--- src/rtl/branch_history_table_if.sv ---
// ---------------------------------------------------------------------------
// branch_history_table_if
//   Groups the branch-predictor lookup (ID stage) and training (EX stage)
//   signals into one bundle.
//
//   Lookup side : lookup_valid_i, lookup_pc_i  -> predict_o, predict_idx_o
//   Update side : update_valid_i, update_idx_i, update_pred_i, update_taken_i
//                 -> mispredict_o
//
//   Modports
//     master : the pipeline, which drives the *_i signals and observes the *_o signals
//     slave  : the predictor table, the reverse of master
// ---------------------------------------------------------------------------
interface branch_history_table_if #(
  parameter int IDX_BITS = 4
);
  logic                lookup_valid_i;
  logic [31:0]         lookup_pc_i;
  logic                predict_o;
  logic [IDX_BITS-1:0] predict_idx_o;
  logic                update_valid_i;
  logic [IDX_BITS-1:0] update_idx_i;
  logic                update_pred_i;
  logic                update_taken_i;
  logic                mispredict_o;

  modport master (
    output lookup_valid_i, lookup_pc_i,
    output update_valid_i, update_idx_i, update_pred_i, update_taken_i,
    input  predict_o, predict_idx_o, mispredict_o
  );

  modport slave (
    input  lookup_valid_i, lookup_pc_i,
    input  update_valid_i, update_idx_i, update_pred_i, update_taken_i,
    output predict_o, predict_idx_o, mispredict_o
  );
endinterface

--- src/rtl/branch_history_table.sv ---
// ---------------------------------------------------------------------------
// branch_history_table
//   Direct-mapped table of 2-bit saturating counters used as the branch
//   predictor. The table is looked up combinationally in ID with the IF_ID PC
//   and trained one cycle later from EX with the resolved outcome.
//   Mispredictions are flagged combinationally so that they can drive the
//   IF_ID flush.
//
//   Counter states: 00 strongly not-taken, 01 weakly not-taken,
//                   10 weakly taken,       11 strongly taken.
//
//   Parameters
//     IDX_BITS   : table index width; the table has 2**IDX_BITS entries
//     INIT_STATE : value loaded into every counter on reset
//
//   Ports
//     clk_i : clock; all state updates happen on its rising edge
//     rst_i : synchronous reset, active-high; takes priority over training
//     bus   : lookup and update bundle (slave modport)
//
//   Build option
//     GSHARE_EN : when defined, a global history register of the last
//                 IDX_BITS resolved outcomes is XORed into the lookup index.
//                 The ports are the same in both builds.
// ---------------------------------------------------------------------------
module branch_history_table #(
  parameter int         IDX_BITS   = 4,
  parameter logic [1:0] INIT_STATE = 2'b11
) (
  input logic                    clk_i,
  input logic                    rst_i,
  branch_history_table_if.slave  bus
);

  localparam int ENTRIES = 1 << IDX_BITS;

  logic [1:0]          r_cnt [ENTRIES];
  logic [IDX_BITS-1:0] w_pc_idx;
  logic [IDX_BITS-1:0] w_lookup_idx;
  logic [1:0]          w_cnt_cur;
  logic [1:0]          w_cnt_next;

  // PC bits [1:0] and the bits above the index are deliberately dropped, so
  // branches whose PCs share bits [IDX_BITS+1:2] alias onto the same counter.
  logic w_unused_pc;
  assign w_unused_pc = ^{bus.lookup_pc_i[31:IDX_BITS+2], bus.lookup_pc_i[1:0]};
  assign w_pc_idx    = bus.lookup_pc_i[IDX_BITS+1:2];

`ifdef GSHARE_EN
  logic [IDX_BITS-1:0] r_ghr;

  assign w_lookup_idx = w_pc_idx ^ r_ghr;

  // The history shifts on every resolved branch. Training uses the index that
  // was carried down the pipeline, not one recomputed from this history.
  always_ff @(posedge clk_i) begin
    if (rst_i) begin
      r_ghr <= '0;
    end else if (bus.update_valid_i) begin
      r_ghr <= {r_ghr[IDX_BITS-2:0], bus.update_taken_i};
    end
  end
`else
  assign w_lookup_idx = w_pc_idx;
`endif

  // Lookup reads the stored value directly. A same-cycle update to the same
  // entry is therefore seen only from the next cycle (no bypass).
  assign bus.predict_idx_o = w_lookup_idx;
  assign bus.predict_o     = bus.lookup_valid_i & r_cnt[w_lookup_idx][1];
  assign bus.mispredict_o  = bus.update_valid_i & (bus.update_pred_i != bus.update_taken_i);

  // Saturating increment or decrement of the entry being trained.
  always_comb begin
    // NOTE: every always_comb output gets a default first, so that no path
    // leaves it unassigned and infers a latch.
    w_cnt_cur  = r_cnt[bus.update_idx_i];
    w_cnt_next = w_cnt_cur;
    if (bus.update_taken_i) begin
      if (w_cnt_cur != 2'b11) w_cnt_next = w_cnt_cur + 2'b01;
    end else begin
      if (w_cnt_cur != 2'b00) w_cnt_next = w_cnt_cur - 2'b01;
    end
  end

  always_ff @(posedge clk_i) begin
    if (rst_i) begin
      // NOTE: this table is reset entry by entry because the predictor must
      // start from a known bias. Storage arrays that need no defined start
      // value should be left without a reset so they can map onto RAM.
      for (int i = 0; i < ENTRIES; i++) begin
        r_cnt[i] <= INIT_STATE;
      end
    end else if (bus.update_valid_i) begin
      // NOTE: sequential state is written with non-blocking assignments, so
      // every reader in this cycle sees the value from before the clock edge.
      r_cnt[bus.update_idx_i] <= w_cnt_next;
    end
  end

endmodule

--- src/flat_wrapper.sv ---
// flat-port wrapper written by rule: the top's interface ports become plain ports
module branch_history_table_flat 
#(
  parameter int         IDX_BITS   = 4,
  parameter logic [1:0] INIT_STATE = 2'b11
)
  (clk_i, rst_i, bus_lookup_valid_i, bus_lookup_pc_i, bus_update_valid_i, bus_update_idx_i, bus_update_pred_i, bus_update_taken_i, bus_predict_o, bus_predict_idx_o, bus_mispredict_o);
  branch_history_table_if #(.IDX_BITS(IDX_BITS)) bus_i ();
  input logic clk_i;
  input logic rst_i;
  input wire logic [$bits(bus_i.lookup_valid_i)-1:0] bus_lookup_valid_i;
  input wire logic [$bits(bus_i.lookup_pc_i)-1:0] bus_lookup_pc_i;
  input wire logic [$bits(bus_i.update_valid_i)-1:0] bus_update_valid_i;
  input wire logic [$bits(bus_i.update_idx_i)-1:0] bus_update_idx_i;
  input wire logic [$bits(bus_i.update_pred_i)-1:0] bus_update_pred_i;
  input wire logic [$bits(bus_i.update_taken_i)-1:0] bus_update_taken_i;
  output wire logic [$bits(bus_i.predict_o)-1:0] bus_predict_o;
  output wire logic [$bits(bus_i.predict_idx_o)-1:0] bus_predict_idx_o;
  output wire logic [$bits(bus_i.mispredict_o)-1:0] bus_mispredict_o;
  assign bus_i.lookup_valid_i = bus_lookup_valid_i;
  assign bus_i.lookup_pc_i = bus_lookup_pc_i;
  assign bus_i.update_valid_i = bus_update_valid_i;
  assign bus_i.update_idx_i = bus_update_idx_i;
  assign bus_i.update_pred_i = bus_update_pred_i;
  assign bus_i.update_taken_i = bus_update_taken_i;
  assign bus_predict_o = bus_i.predict_o;
  assign bus_predict_idx_o = bus_i.predict_idx_o;
  assign bus_mispredict_o = bus_i.mispredict_o;
  branch_history_table #(.IDX_BITS(IDX_BITS), .INIT_STATE(INIT_STATE)) u_core (.clk_i(clk_i), .rst_i(rst_i), .bus(bus_i));
endmodule
--- config.mk ---
export PLATFORM = sky130hd
export DESIGN_NAME = branch_history_table_flat
export DESIGN_NICKNAME = d
export VERILOG_FILES = /design/src/rtl/branch_history_table_if.sv /design/src/rtl/branch_history_table.sv /design/src/flat_wrapper.sv
export SDC_FILE = /design/constraint.sdc
export NUM_CORES = 1
export LEC_CHECK = 0
export ABC_AREA = 0
export CAP_MARGIN = 10
export CORE_MARGIN = 2
export CORE_UTILIZATION = 25
export DETAILED_ROUTE_END_ITERATION = 10
export HOLD_SLACK_MARGIN = 0.15
export PLACE_DENSITY_LB_ADDON = 0.05
export SLEW_MARGIN = 5
export SYNTH_ARGS = -nofsm -noshare
export SYNTH_HDL_FRONTEND = slang
export SYNTH_SLANG_ARGS = --single-unit
--- constraint.sdc ---
create_clock -name clk_i -period 3.4 [get_ports clk_i]
set_clock_uncertainty 0.05 [all_clocks]
set_input_delay 1.02 -clock clk_i [delete_from_list [all_inputs] [get_ports clk_i]]
set_output_delay 1.02 -clock clk_i [all_outputs]
set_load 0.05 [all_outputs]
* Word level (Yosys, flattened, before mapping)
Memories as Yosys holds them, arrays and structs flattened.
Index checks and enable logic that the tools add are counted.
** Operators by class
- Muxes and demuxes :: 11
- Eq/ne operators :: 2
- Bitwise gates (word level) :: 2
- Reduce and logical (&&, ||, !) cells :: 2
- $add $sub $neg :: 2
** Operators with widths (number)
- $mux W2 :: 4
- $mux W1 :: 6
- $mux W4 :: 1
- $add A2 B1 Y2 const B :: 1
- $and A1 B1 Y1 :: 2
- $ne A2 B2 Y1 const B :: 1
- $reduce_bool A2 Y1 :: 1
- $reduce_or A2 Y1 :: 1
- $sub A2 B1 Y2 const B :: 1
- $ne A1 B1 Y1 :: 1
** Word-level totals
- Memories :: 1
- Word-level logic and storage cells :: 20
- Flip-flop bits (word level) :: 0
- Input bits :: 42
- Output and inout port bits :: 6
- Bits in writable memories :: 32
** Memory list
- u_core.r_cnt :: words 16, bits a word 2, read ports 2, clocked after memory_dff 0, wr ports 16, line branch_history_table.sv:37 : logic [1:0] r_cnt [ENTRIES];

* Longest topological paths before layout
Gate-level depths: netlist of run 1.
- Depth after elaboration :: 5
- Gate-level depth with buffers :: 7
- Depth with buffers taken out :: 5

* Worst setup path before layout of run 1
Ideal clock, no wire load.
- Path type :: input -> output
- Start :: input port bus_lookup_pc_i[2]
- End :: output port bus_predict_o
- Buffers on the path :: 0
- Stages :: 3
- Data arrival time :: 2263 ps
- Data required time :: 2330 ps
- Slack :: 67 ps
- Path through :: mux4_2 -> mux4_2 -> and2_1
** Between the ends
- Cells in the longest elaborated chain, start to end :: 2
** RTL lines
- from (decl) :: line flat_wrapper.sv:12 : input wire logic [$bits(bus_i.lookup_pc_i)-1:0] bus_lookup_pc_i;
- $mem_v2 Z16 W2
- $and A1 B1 Y1 :: line branch_history_table.sv:70 : assign bus.predict_o = bus.lookup_valid_i & r_cnt[w_lookup_idx][1];
- to (decl) :: line flat_wrapper.sv:17 : output wire logic [$bits(bus_i.predict_o)-1:0] bus_predict_o;
Every way passes these cells.

* Final worst setup path of run 1
Same ends and word-level chain as after synthesis.

==> summary.md, run 1 <==
| Metric | Value |
|---|---|
| DRT Pass-1 Iters | `4` |
| CTS Buffer Depth | `2` |
| Outcome | `finished, violations left` |
| Core Rows | `31` |
| CP Buf/Inv Count | `2` |
| Worst hold margin | `1.24 ns` |
| Pin count of the biggest net entering global routing | `17` |
| Largest register FFs | `32` |
| P&R area growth vs syn | `26.6%` |
| Seq/Total Area, Yosys | `0.530` |
| CTS tree | `built` |
| Flops & latches, synth | `32` |
| CP dominant cell by count | `mux4_2` |
| Wire per inst | `16.5 um` |
| Leak | `0.655 nW` |
| CP cell instances | `buf_12, mux4_2, mux4_2, and2_4, buf_8` |
| # diodes | `0` |
| Crit path launch | `bus_lookup_pc_i[2]` |
| Final core utilization | `0.322` |
| Vias in the first global route | `1277` |
| Placed instance count | `268` |
| Max transition margin | `0.745` |
| Slowest CP cell | `mux4_2` |
| Class of the worst hold path | `reg -> reg` |
| Core area | `7140 sq um` |
| Footprint of the multi-input gates | `772 sq um` |
| PwrDens | `374 nW/um^2` |
| Ys async rst share | `0` |
| Post-detail-place hpwl | `3.45 mm` |
| Number of buffers created by CTS | `5` |
| Mapped Cells | `149` |
| Synth top area share | `0.530` |
| Start of the worst register-to-register path | `u_core.r_cnt[0][1]$_SDFFCE_PN1P_` |
| Crit path depth | `5` |
| Drt total wl | `4.57 mm` |
| Initial antenna violation count | `0` |
| Finish-stage setup viols | `1` |
| Fmax | `0.285 GHz` |
| Most frequent cells in the layout | `nand2_1 (37), edfxtp_1 (32), or2_2 (16)` |
| Syn Nets | `191` |
| Sequential Area | `961 sq um` |
| Setup ws final | `-0.104 ns` |
| Crit path launch type | `input pin` |
| EDFF count, synth | `32` |
| CP endpoint kind | `output port` |
| Die Ht | `89.2 um` |
| CP Max Fanout | `5` |
| IO Count | `48` |
| Die X | `89.2 um` |
| Netlist cell types | `25` |
| Final nets | `218` |
| Max_cap viols | `0` |
| Failing checks | `negative setup slack` |
| Worst-path clk slew | `0.07 ns` |
| Final min period | `3.50 ns` |
| First-pass GRT wire length | `7.01 mm` |
| Part of the cycle the worst path needs | `1.03` |
| Dominant synthesized flop cell | `edfxtp_1` |
| Post-DRT Antenna Nets | `0` |
| Initial Util | `0.254` |
| CTS Hold Bufs | `0` |
| Via count | `1211` |
| Worst Max-Slew Pin Slew | `0.379 ns` |
| Top Family by Delay on Critical Path | `multiplexers` |
| Total congestion overflow | `0` |
| Via density per instance | `4.39` |
| CP endpoint | `bus_predict_o` |
| Biggest cell delay along the critical path | `0.51 ns` |
| Most flops, register | `u_core.r_cnt` |
| Initial DRC count | `90` |
| Final Hold Fails | `0` |
| Sinks on Clock Net | `32` |
| Worst R2R Setup Slack | `1.30 ns` |
| Largest cells by area after synthesis | `edfxtp_1 (53%), mux4_2 (11%), nand2_1 (7.7%), mux4_1 (5.8%), or2_2 (5.5%)` |
| Hold Path Cell Cnt | `5` |
| Share of cells above drive strength 1 | `0.305` |
| Fin. max-slew vios | `0` |
| Fillers | `741` |
| Arrival time worst endpoint | `2.43 ns` |
| Port bufs | `19` |
| Post-route insts no fill | `276` |
| Worst-Skew Late Latency | `0.28 ns` |
| H-tree depth | `2` |
| Crit path required time | `2.33 ns` |
| Synth warnings | `0` |
| Mean Syn Cell Area | `12.2 sq um` |
| Placer Congestion | `0.732` |
| Root Buffer Master | `clkbuf_8` |
| Crit Reg-Reg Endpoint | `u_core.r_cnt[2][1]$_SDFFCE_PN1P_` |
| Top Registers | `u_core.r_cnt x32` |
| Post-Syn Area | `1810 sq um` |
| RSZ-0062 raised after global routing | `yes` |
| Max IR drop VDD | `0.120 mV` |
| WS Path Type | `in -> out` |
| Die area | `7950 sq um` |
| Synth area leader | `edfxtp_1` |
| Global-route usage over all layers | `0.126` |
| Drc violations | `0` |
| Most common cell after layout, fill and taps aside | `nand2_1` |
| Worst r2r path cells | `5` |
synthesized netlist by cell type (3+ instances only):
master and instances:
buf_4 4, buf_6 3, clkbuf_1 3, edfxtp_1 32, mux4_1 4, mux4_2 9
nand2_1 37, nand2b_1 3, nand3_1 3, nor2_1 14, nor2b_1 3, nor3_1 4
or2_2 16
layout make-up:
cell class                 count  share of cell area
sequential                    32               0.418
tap                           99              0.0539
clock inverter                 1             0.00163
timing repair buffer          31               0.155
multi-input combinational    105               0.336
clock buffer                   7              0.0332
inverter                       1             0.00163
stage by stage:
| step | total power, mW | setup slack [ns] | setup TNS (ns) | cell area [sq um] |
|---|---|---|---|---|
| floorplan | 0.528 | 0.0673 | 0 | 1810 |
| global placement | 0.589 | -0.673 | -0.673 | 2210 |
| detailed placement | 0.590 | -0.692 | -0.746 | 2210 |
| CTS | 0.869 | -0.180 | -0.180 | 2310 |
| global route | 0.888 | -0.132 | -0.132 | 2300 |
| finish | 0.860 | -0.104 | -0.104 | 2300 |
tightest hold or removal path, cell delays in order, from the launching register on:
cell      delay, ns
edfxtp_1       0.32
mux4_2         0.24
nand2_1        0.07
nand4_1        0.09
maj3_4         0.34
nand2_2        0.07
power breakdown:
part,switching (mW),internal [mW],total [mW]
clock network,0.136,0.142,0.279
logic,0.0778,0.0668,0.145
registers,0.000995,0.436,0.436
total,0.215,0.645,0.860
kinds of logic (layout without fill, tap and decap cells):
group,Yosys count,count (layout),share of synthesized area
compound gates,1,1,0.00414
simple gates,88,88,0.230
buf+inv,12,40,0.0462
flops,32,32,0.530
fa+ha+maj,2,2,0.0152
xor+xnor,1,1,0.00483
mux,13,13,0.170
how the worst min path moves through the flow:
stage / start / slack (ns) / to
5_1_grt: u_core.r_cnt[7][0]$_SDFFCE_PN1P_ / 1.32 / u_core.r_cnt[5][0]$_SDFFCE_PN1P_
2_1_floorplan: u_core.r_cnt[6][0]$_SDFFCE_PN1P_ / 1.03 / u_core.r_cnt[0][0]$_SDFFCE_PN1P_
3_3_place_gp: u_core.r_cnt[7][0]$_SDFFCE_PN1P_ / 1.25 / u_core.r_cnt[5][0]$_SDFFCE_PN1P_
6_report: u_core.r_cnt[7][0]$_SDFFCE_PN1P_ / 1.24 / u_core.r_cnt[5][0]$_SDFFCE_PN1P_
3_5_place_dp: u_core.r_cnt[7][0]$_SDFFCE_PN1P_ / 1.25 / u_core.r_cnt[5][0]$_SDFFCE_PN1P_
4_1_cts: u_core.r_cnt[7][0]$_SDFFCE_PN1P_ / 1.26 / u_core.r_cnt[5][0]$_SDFFCE_PN1P_
layer usage:
| layer | GRT usage | share of wire | vias up |
|---|---|---|---|
| met5 | 0 | 0 | - |
| met4 | 0.0407 | 0.014 | 0 |
| met3 | 0.0268 | 0.042 | 5 |
| met2 | 0.208 | 0.48 | 25 |
| met1 | 0.167 | 0.47 | 594 |
| li1 | - | - | 587 |
repair_timing:
item,CTS,global route
gates cloned,0,0
gates resized for setup,10,4
setup buffers,1,0
pin swaps,1,1
endpoints found under the hold margin,0,0
setup endpoints to repair,1,1
(Power assumes the default switching activity.)
==> inputs of run 2 (changes only) <==
--- a/config.mk
+++ b/config.mk
@@ -10,8 +10,9 @@
 export CORE_MARGIN = 2
 export CORE_UTILIZATION = 25
 export DETAILED_ROUTE_END_ITERATION = 10
+export GPL_TIMING_DRIVEN = 1
 export HOLD_SLACK_MARGIN = 0.15
-export PLACE_DENSITY_LB_ADDON = 0.05
+export PLACE_DENSITY_LB_ADDON = 0.12
 export SLEW_MARGIN = 5
 export SYNTH_ARGS = -nofsm -noshare
 export SYNTH_HDL_FRONTEND = slang
==> summary.md, run 2 (synthesis results as in run 1) <==
| Metric | Value |
|---|---|
| Outcome | `finished, violations left (unchanged)` |
| Failing checks | `negative setup slack (unchanged)` |
| Fillers | `752 (was 741)` |
| Drc violations | `0 (unchanged)` |
| Worst-Skew Late Latency | `0.28 ns (about the same)` |
| Via density per instance | `4.38 (was 4.39)` |
| Wire per inst | `15.7 um (was 16.5 um)` |
| Fin. max-slew vios | `0 (unchanged)` |
| Via count | `1205 (was 1211)` |
| Placed instance count | `267 (was 268)` |
| P&R area growth vs syn | `26.6% (unchanged)` |
| Post-route insts no fill | `275 (was 276)` |
| CTS Hold Bufs | `0 (unchanged)` |
| Vias in the first global route | `1237 (was 1277)` |
| Worst Max-Slew Pin Slew | `0.407 ns (was 0.379 ns)` |
| Fmax | `0.284 GHz (was 0.285 GHz)` |
| Root Buffer Master | `clkbuf_8 (unchanged)` |
| CTS tree | `built (unchanged)` |
| IO Count | `48 (unchanged)` |
| Part of the cycle the worst path needs | `1.04 (was 1.03)` |
| Worst R2R Setup Slack | `1.29 ns (was 1.30 ns)` |
| Setup ws final | `-0.120 ns (was -0.104 ns)` |
| Die area | `7950 sq um (unchanged)` |
| Max IR drop VDD | `0.139 mV (was 0.120 mV)` |
| Post-detail-place hpwl | `3.32 mm (was 3.45 mm)` |
| Arrival time worst endpoint | `2.45 ns (was 2.43 ns)` |
| Final setup TNS | `-0.120 ns (was -0.104 ns)` |
| Crit path required time | `2.33 ns (about the same)` |
| Worst r2r path cells | `5 (unchanged)` |
| RSZ-0062 raised after global routing | `yes (unchanged)` |
| Core area | `7140 sq um (unchanged)` |
| Post-DRT Antenna Nets | `0 (unchanged)` |
| Footprint of the multi-input gates | `772 sq um (unchanged)` |
| CP endpoint kind | `output port (unchanged)` |
| Sinks on Clock Net | `32 (unchanged)` |
| PwrDens | `368 nW/um^2 (was 374 nW/um^2)` |
| Largest register FFs | `32 (unchanged)` |
| Top Registers | `u_core.r_cnt x32 (unchanged)` |
| Die Ht | `89.2 um (unchanged)` |
| Final min period | `3.52 ns (was 3.50 ns)` |
| H-tree depth | `2 (unchanged)` |
| Core Rows | `31 (unchanged)` |
| First-pass GRT wire length | `6.79 mm (was 7.01 mm)` |
| Final Hold Fails | `0 (unchanged)` |
| Worst-path clk slew | `0.06 ns (was 0.07 ns)` |
| CTS Buffer Depth | `2 (unchanged)` |
| Most frequent cells in the layout | `nand2_1 (37), edfxtp_1 (32), or2_2 (16) (unchanged)` |
| Total congestion overflow | `0 (unchanged)` |
| Most flops, register | `u_core.r_cnt (unchanged)` |
| Leak | `0.656 nW (was 0.655 nW)` |
| Initial antenna violation count | `0 (unchanged)` |
| Initial Util | `0.254 (unchanged)` |
| Share of cells above drive strength 1 | `0.313 (was 0.305)` |
| Port bufs | `19 (unchanged)` |
| Most common cell after layout, fill and taps aside | `nand2_1 (unchanged)` |
| WS Path Type | `in -> out (unchanged)` |
| Sequential Area | `961 sq um (unchanged)` |
| CP Max Fanout | `3 (was 5)` |
| Finish-stage setup viols | `1 (unchanged)` |
| # diodes | `0 (unchanged)` |
| Drt total wl | `4.33 mm (was 4.57 mm)` |
| Crit path launch type | `input pin (unchanged)` |
| Final nets | `218 (unchanged)` |
| Placer Congestion | `0.746 (was 0.732)` |
| Max transition margin | `0.728 (was 0.745)` |
| DRT Pass-1 Iters | `4 (unchanged)` |
| Die X | `89.2 um (unchanged)` |
| Pin count of the biggest net entering global routing | `18 (was 17)` |
| Number of buffers created by CTS | `5 (unchanged)` |
| Class of the worst hold path | `reg -> reg (unchanged)` |
| Hold Path Cell Cnt | `5 (unchanged)` |
| Initial DRC count | `98 (was 90)` |
| Max_cap viols | `0 (unchanged)` |
| Global-route usage over all layers | `0.120 (was 0.126)` |
-- run 2: cell types whose count changed in the layout (fill, tap and decap cells not counted) --
cell / delta
buf_4: -2
clkinv_2: +1
buf_8: +1
buf_6: +2
buf_12: -1
clkbuf_1: -1
clkinv_1: -1
-- run 2: metal layers --
layer  vias up  GRT usage  share of wire
met4         0     0.0407          0.015
met3         7     0.0342          0.048
met5         -          0              0
li1        590          -              -
met1       578      0.151           0.44
met2        30      0.199           0.49
-- run 2: path summary, 6_finish.rpt --
check / start / endpoint
worst min register to register: u_core.r_cnt[5][0]$_SDFFCE_PN1P_ / u_core.r_cnt[5][0]$_SDFFCE_PN1P_
worst max register to register: u_core.r_cnt[2][1]$_SDFFCE_PN1P_ / u_core.r_cnt[9][0]$_SDFFCE_PN1P_
worst max-delay path: bus_lookup_pc_i[2] / bus_predict_o
worst min-delay path: u_core.r_cnt[5][0]$_SDFFCE_PN1P_ / u_core.r_cnt[5][0]$_SDFFCE_PN1P_
-- run 2: power by group --
| group | internal (mW) | switching (mW) | total (mW) | leakage (nW) |
|---|---|---|---|---|
| registers | 0.436 | 0.000973 | 0.437 | 0.224 |
| clock network | 0.139 | 0.129 | 0.268 | 0.0410 |
| logic | 0.0668 | 0.0750 | 0.142 | 0.391 |
-- run 2: final cells by class --
class,instances,area share
Clock buffer,6,0.0316
Clock inverter,1,0.00218
Inverter,1,0.00163
Multi-Input combinational cell,105,0.336
Sequential cell,32,0.418
Tap cell,99,0.0539
Timing Repair Buffer,31,0.156
-- run 2: metrics by stage --
| stage | worst slack, ns | hold slack, ns | utilization | cell area, sq um | power (mW) |
|---|---|---|---|---|---|
| global placement | -0.654 | 1.22 | 0.307 | 2190 | 0.584 |
| CTS | -0.130 | 1.26 | 0.323 | 2300 | 0.858 |
| global route | -0.147 | 1.31 | 0.322 | 2300 | 0.890 |
| finish | -0.120 | 1.22 | 0.322 | 2300 | 0.846 |
| detailed placement | -0.651 | 1.24 | 0.307 | 2190 | 0.585 |
| floorplan | 0.0673 | 1.03 | - | 1810 | 0.528 |
-- run 2: what timing repair did --
| item | in CTS | in global routing |
|---|---|---|
| resized for setup | 14 | 1 |
| pin swaps | 1 | 0 |
| endpoints found under the setup margin | 1 | 1 |
| buffers inserted | 1 | 0 |
-- run 2: critical path: stages --
cell	delay, ns
buf_8	0.08
buf_6	0.10
mux4_2	0.48
mux4_2	0.47
and2_4	0.16
buf_8	0.14
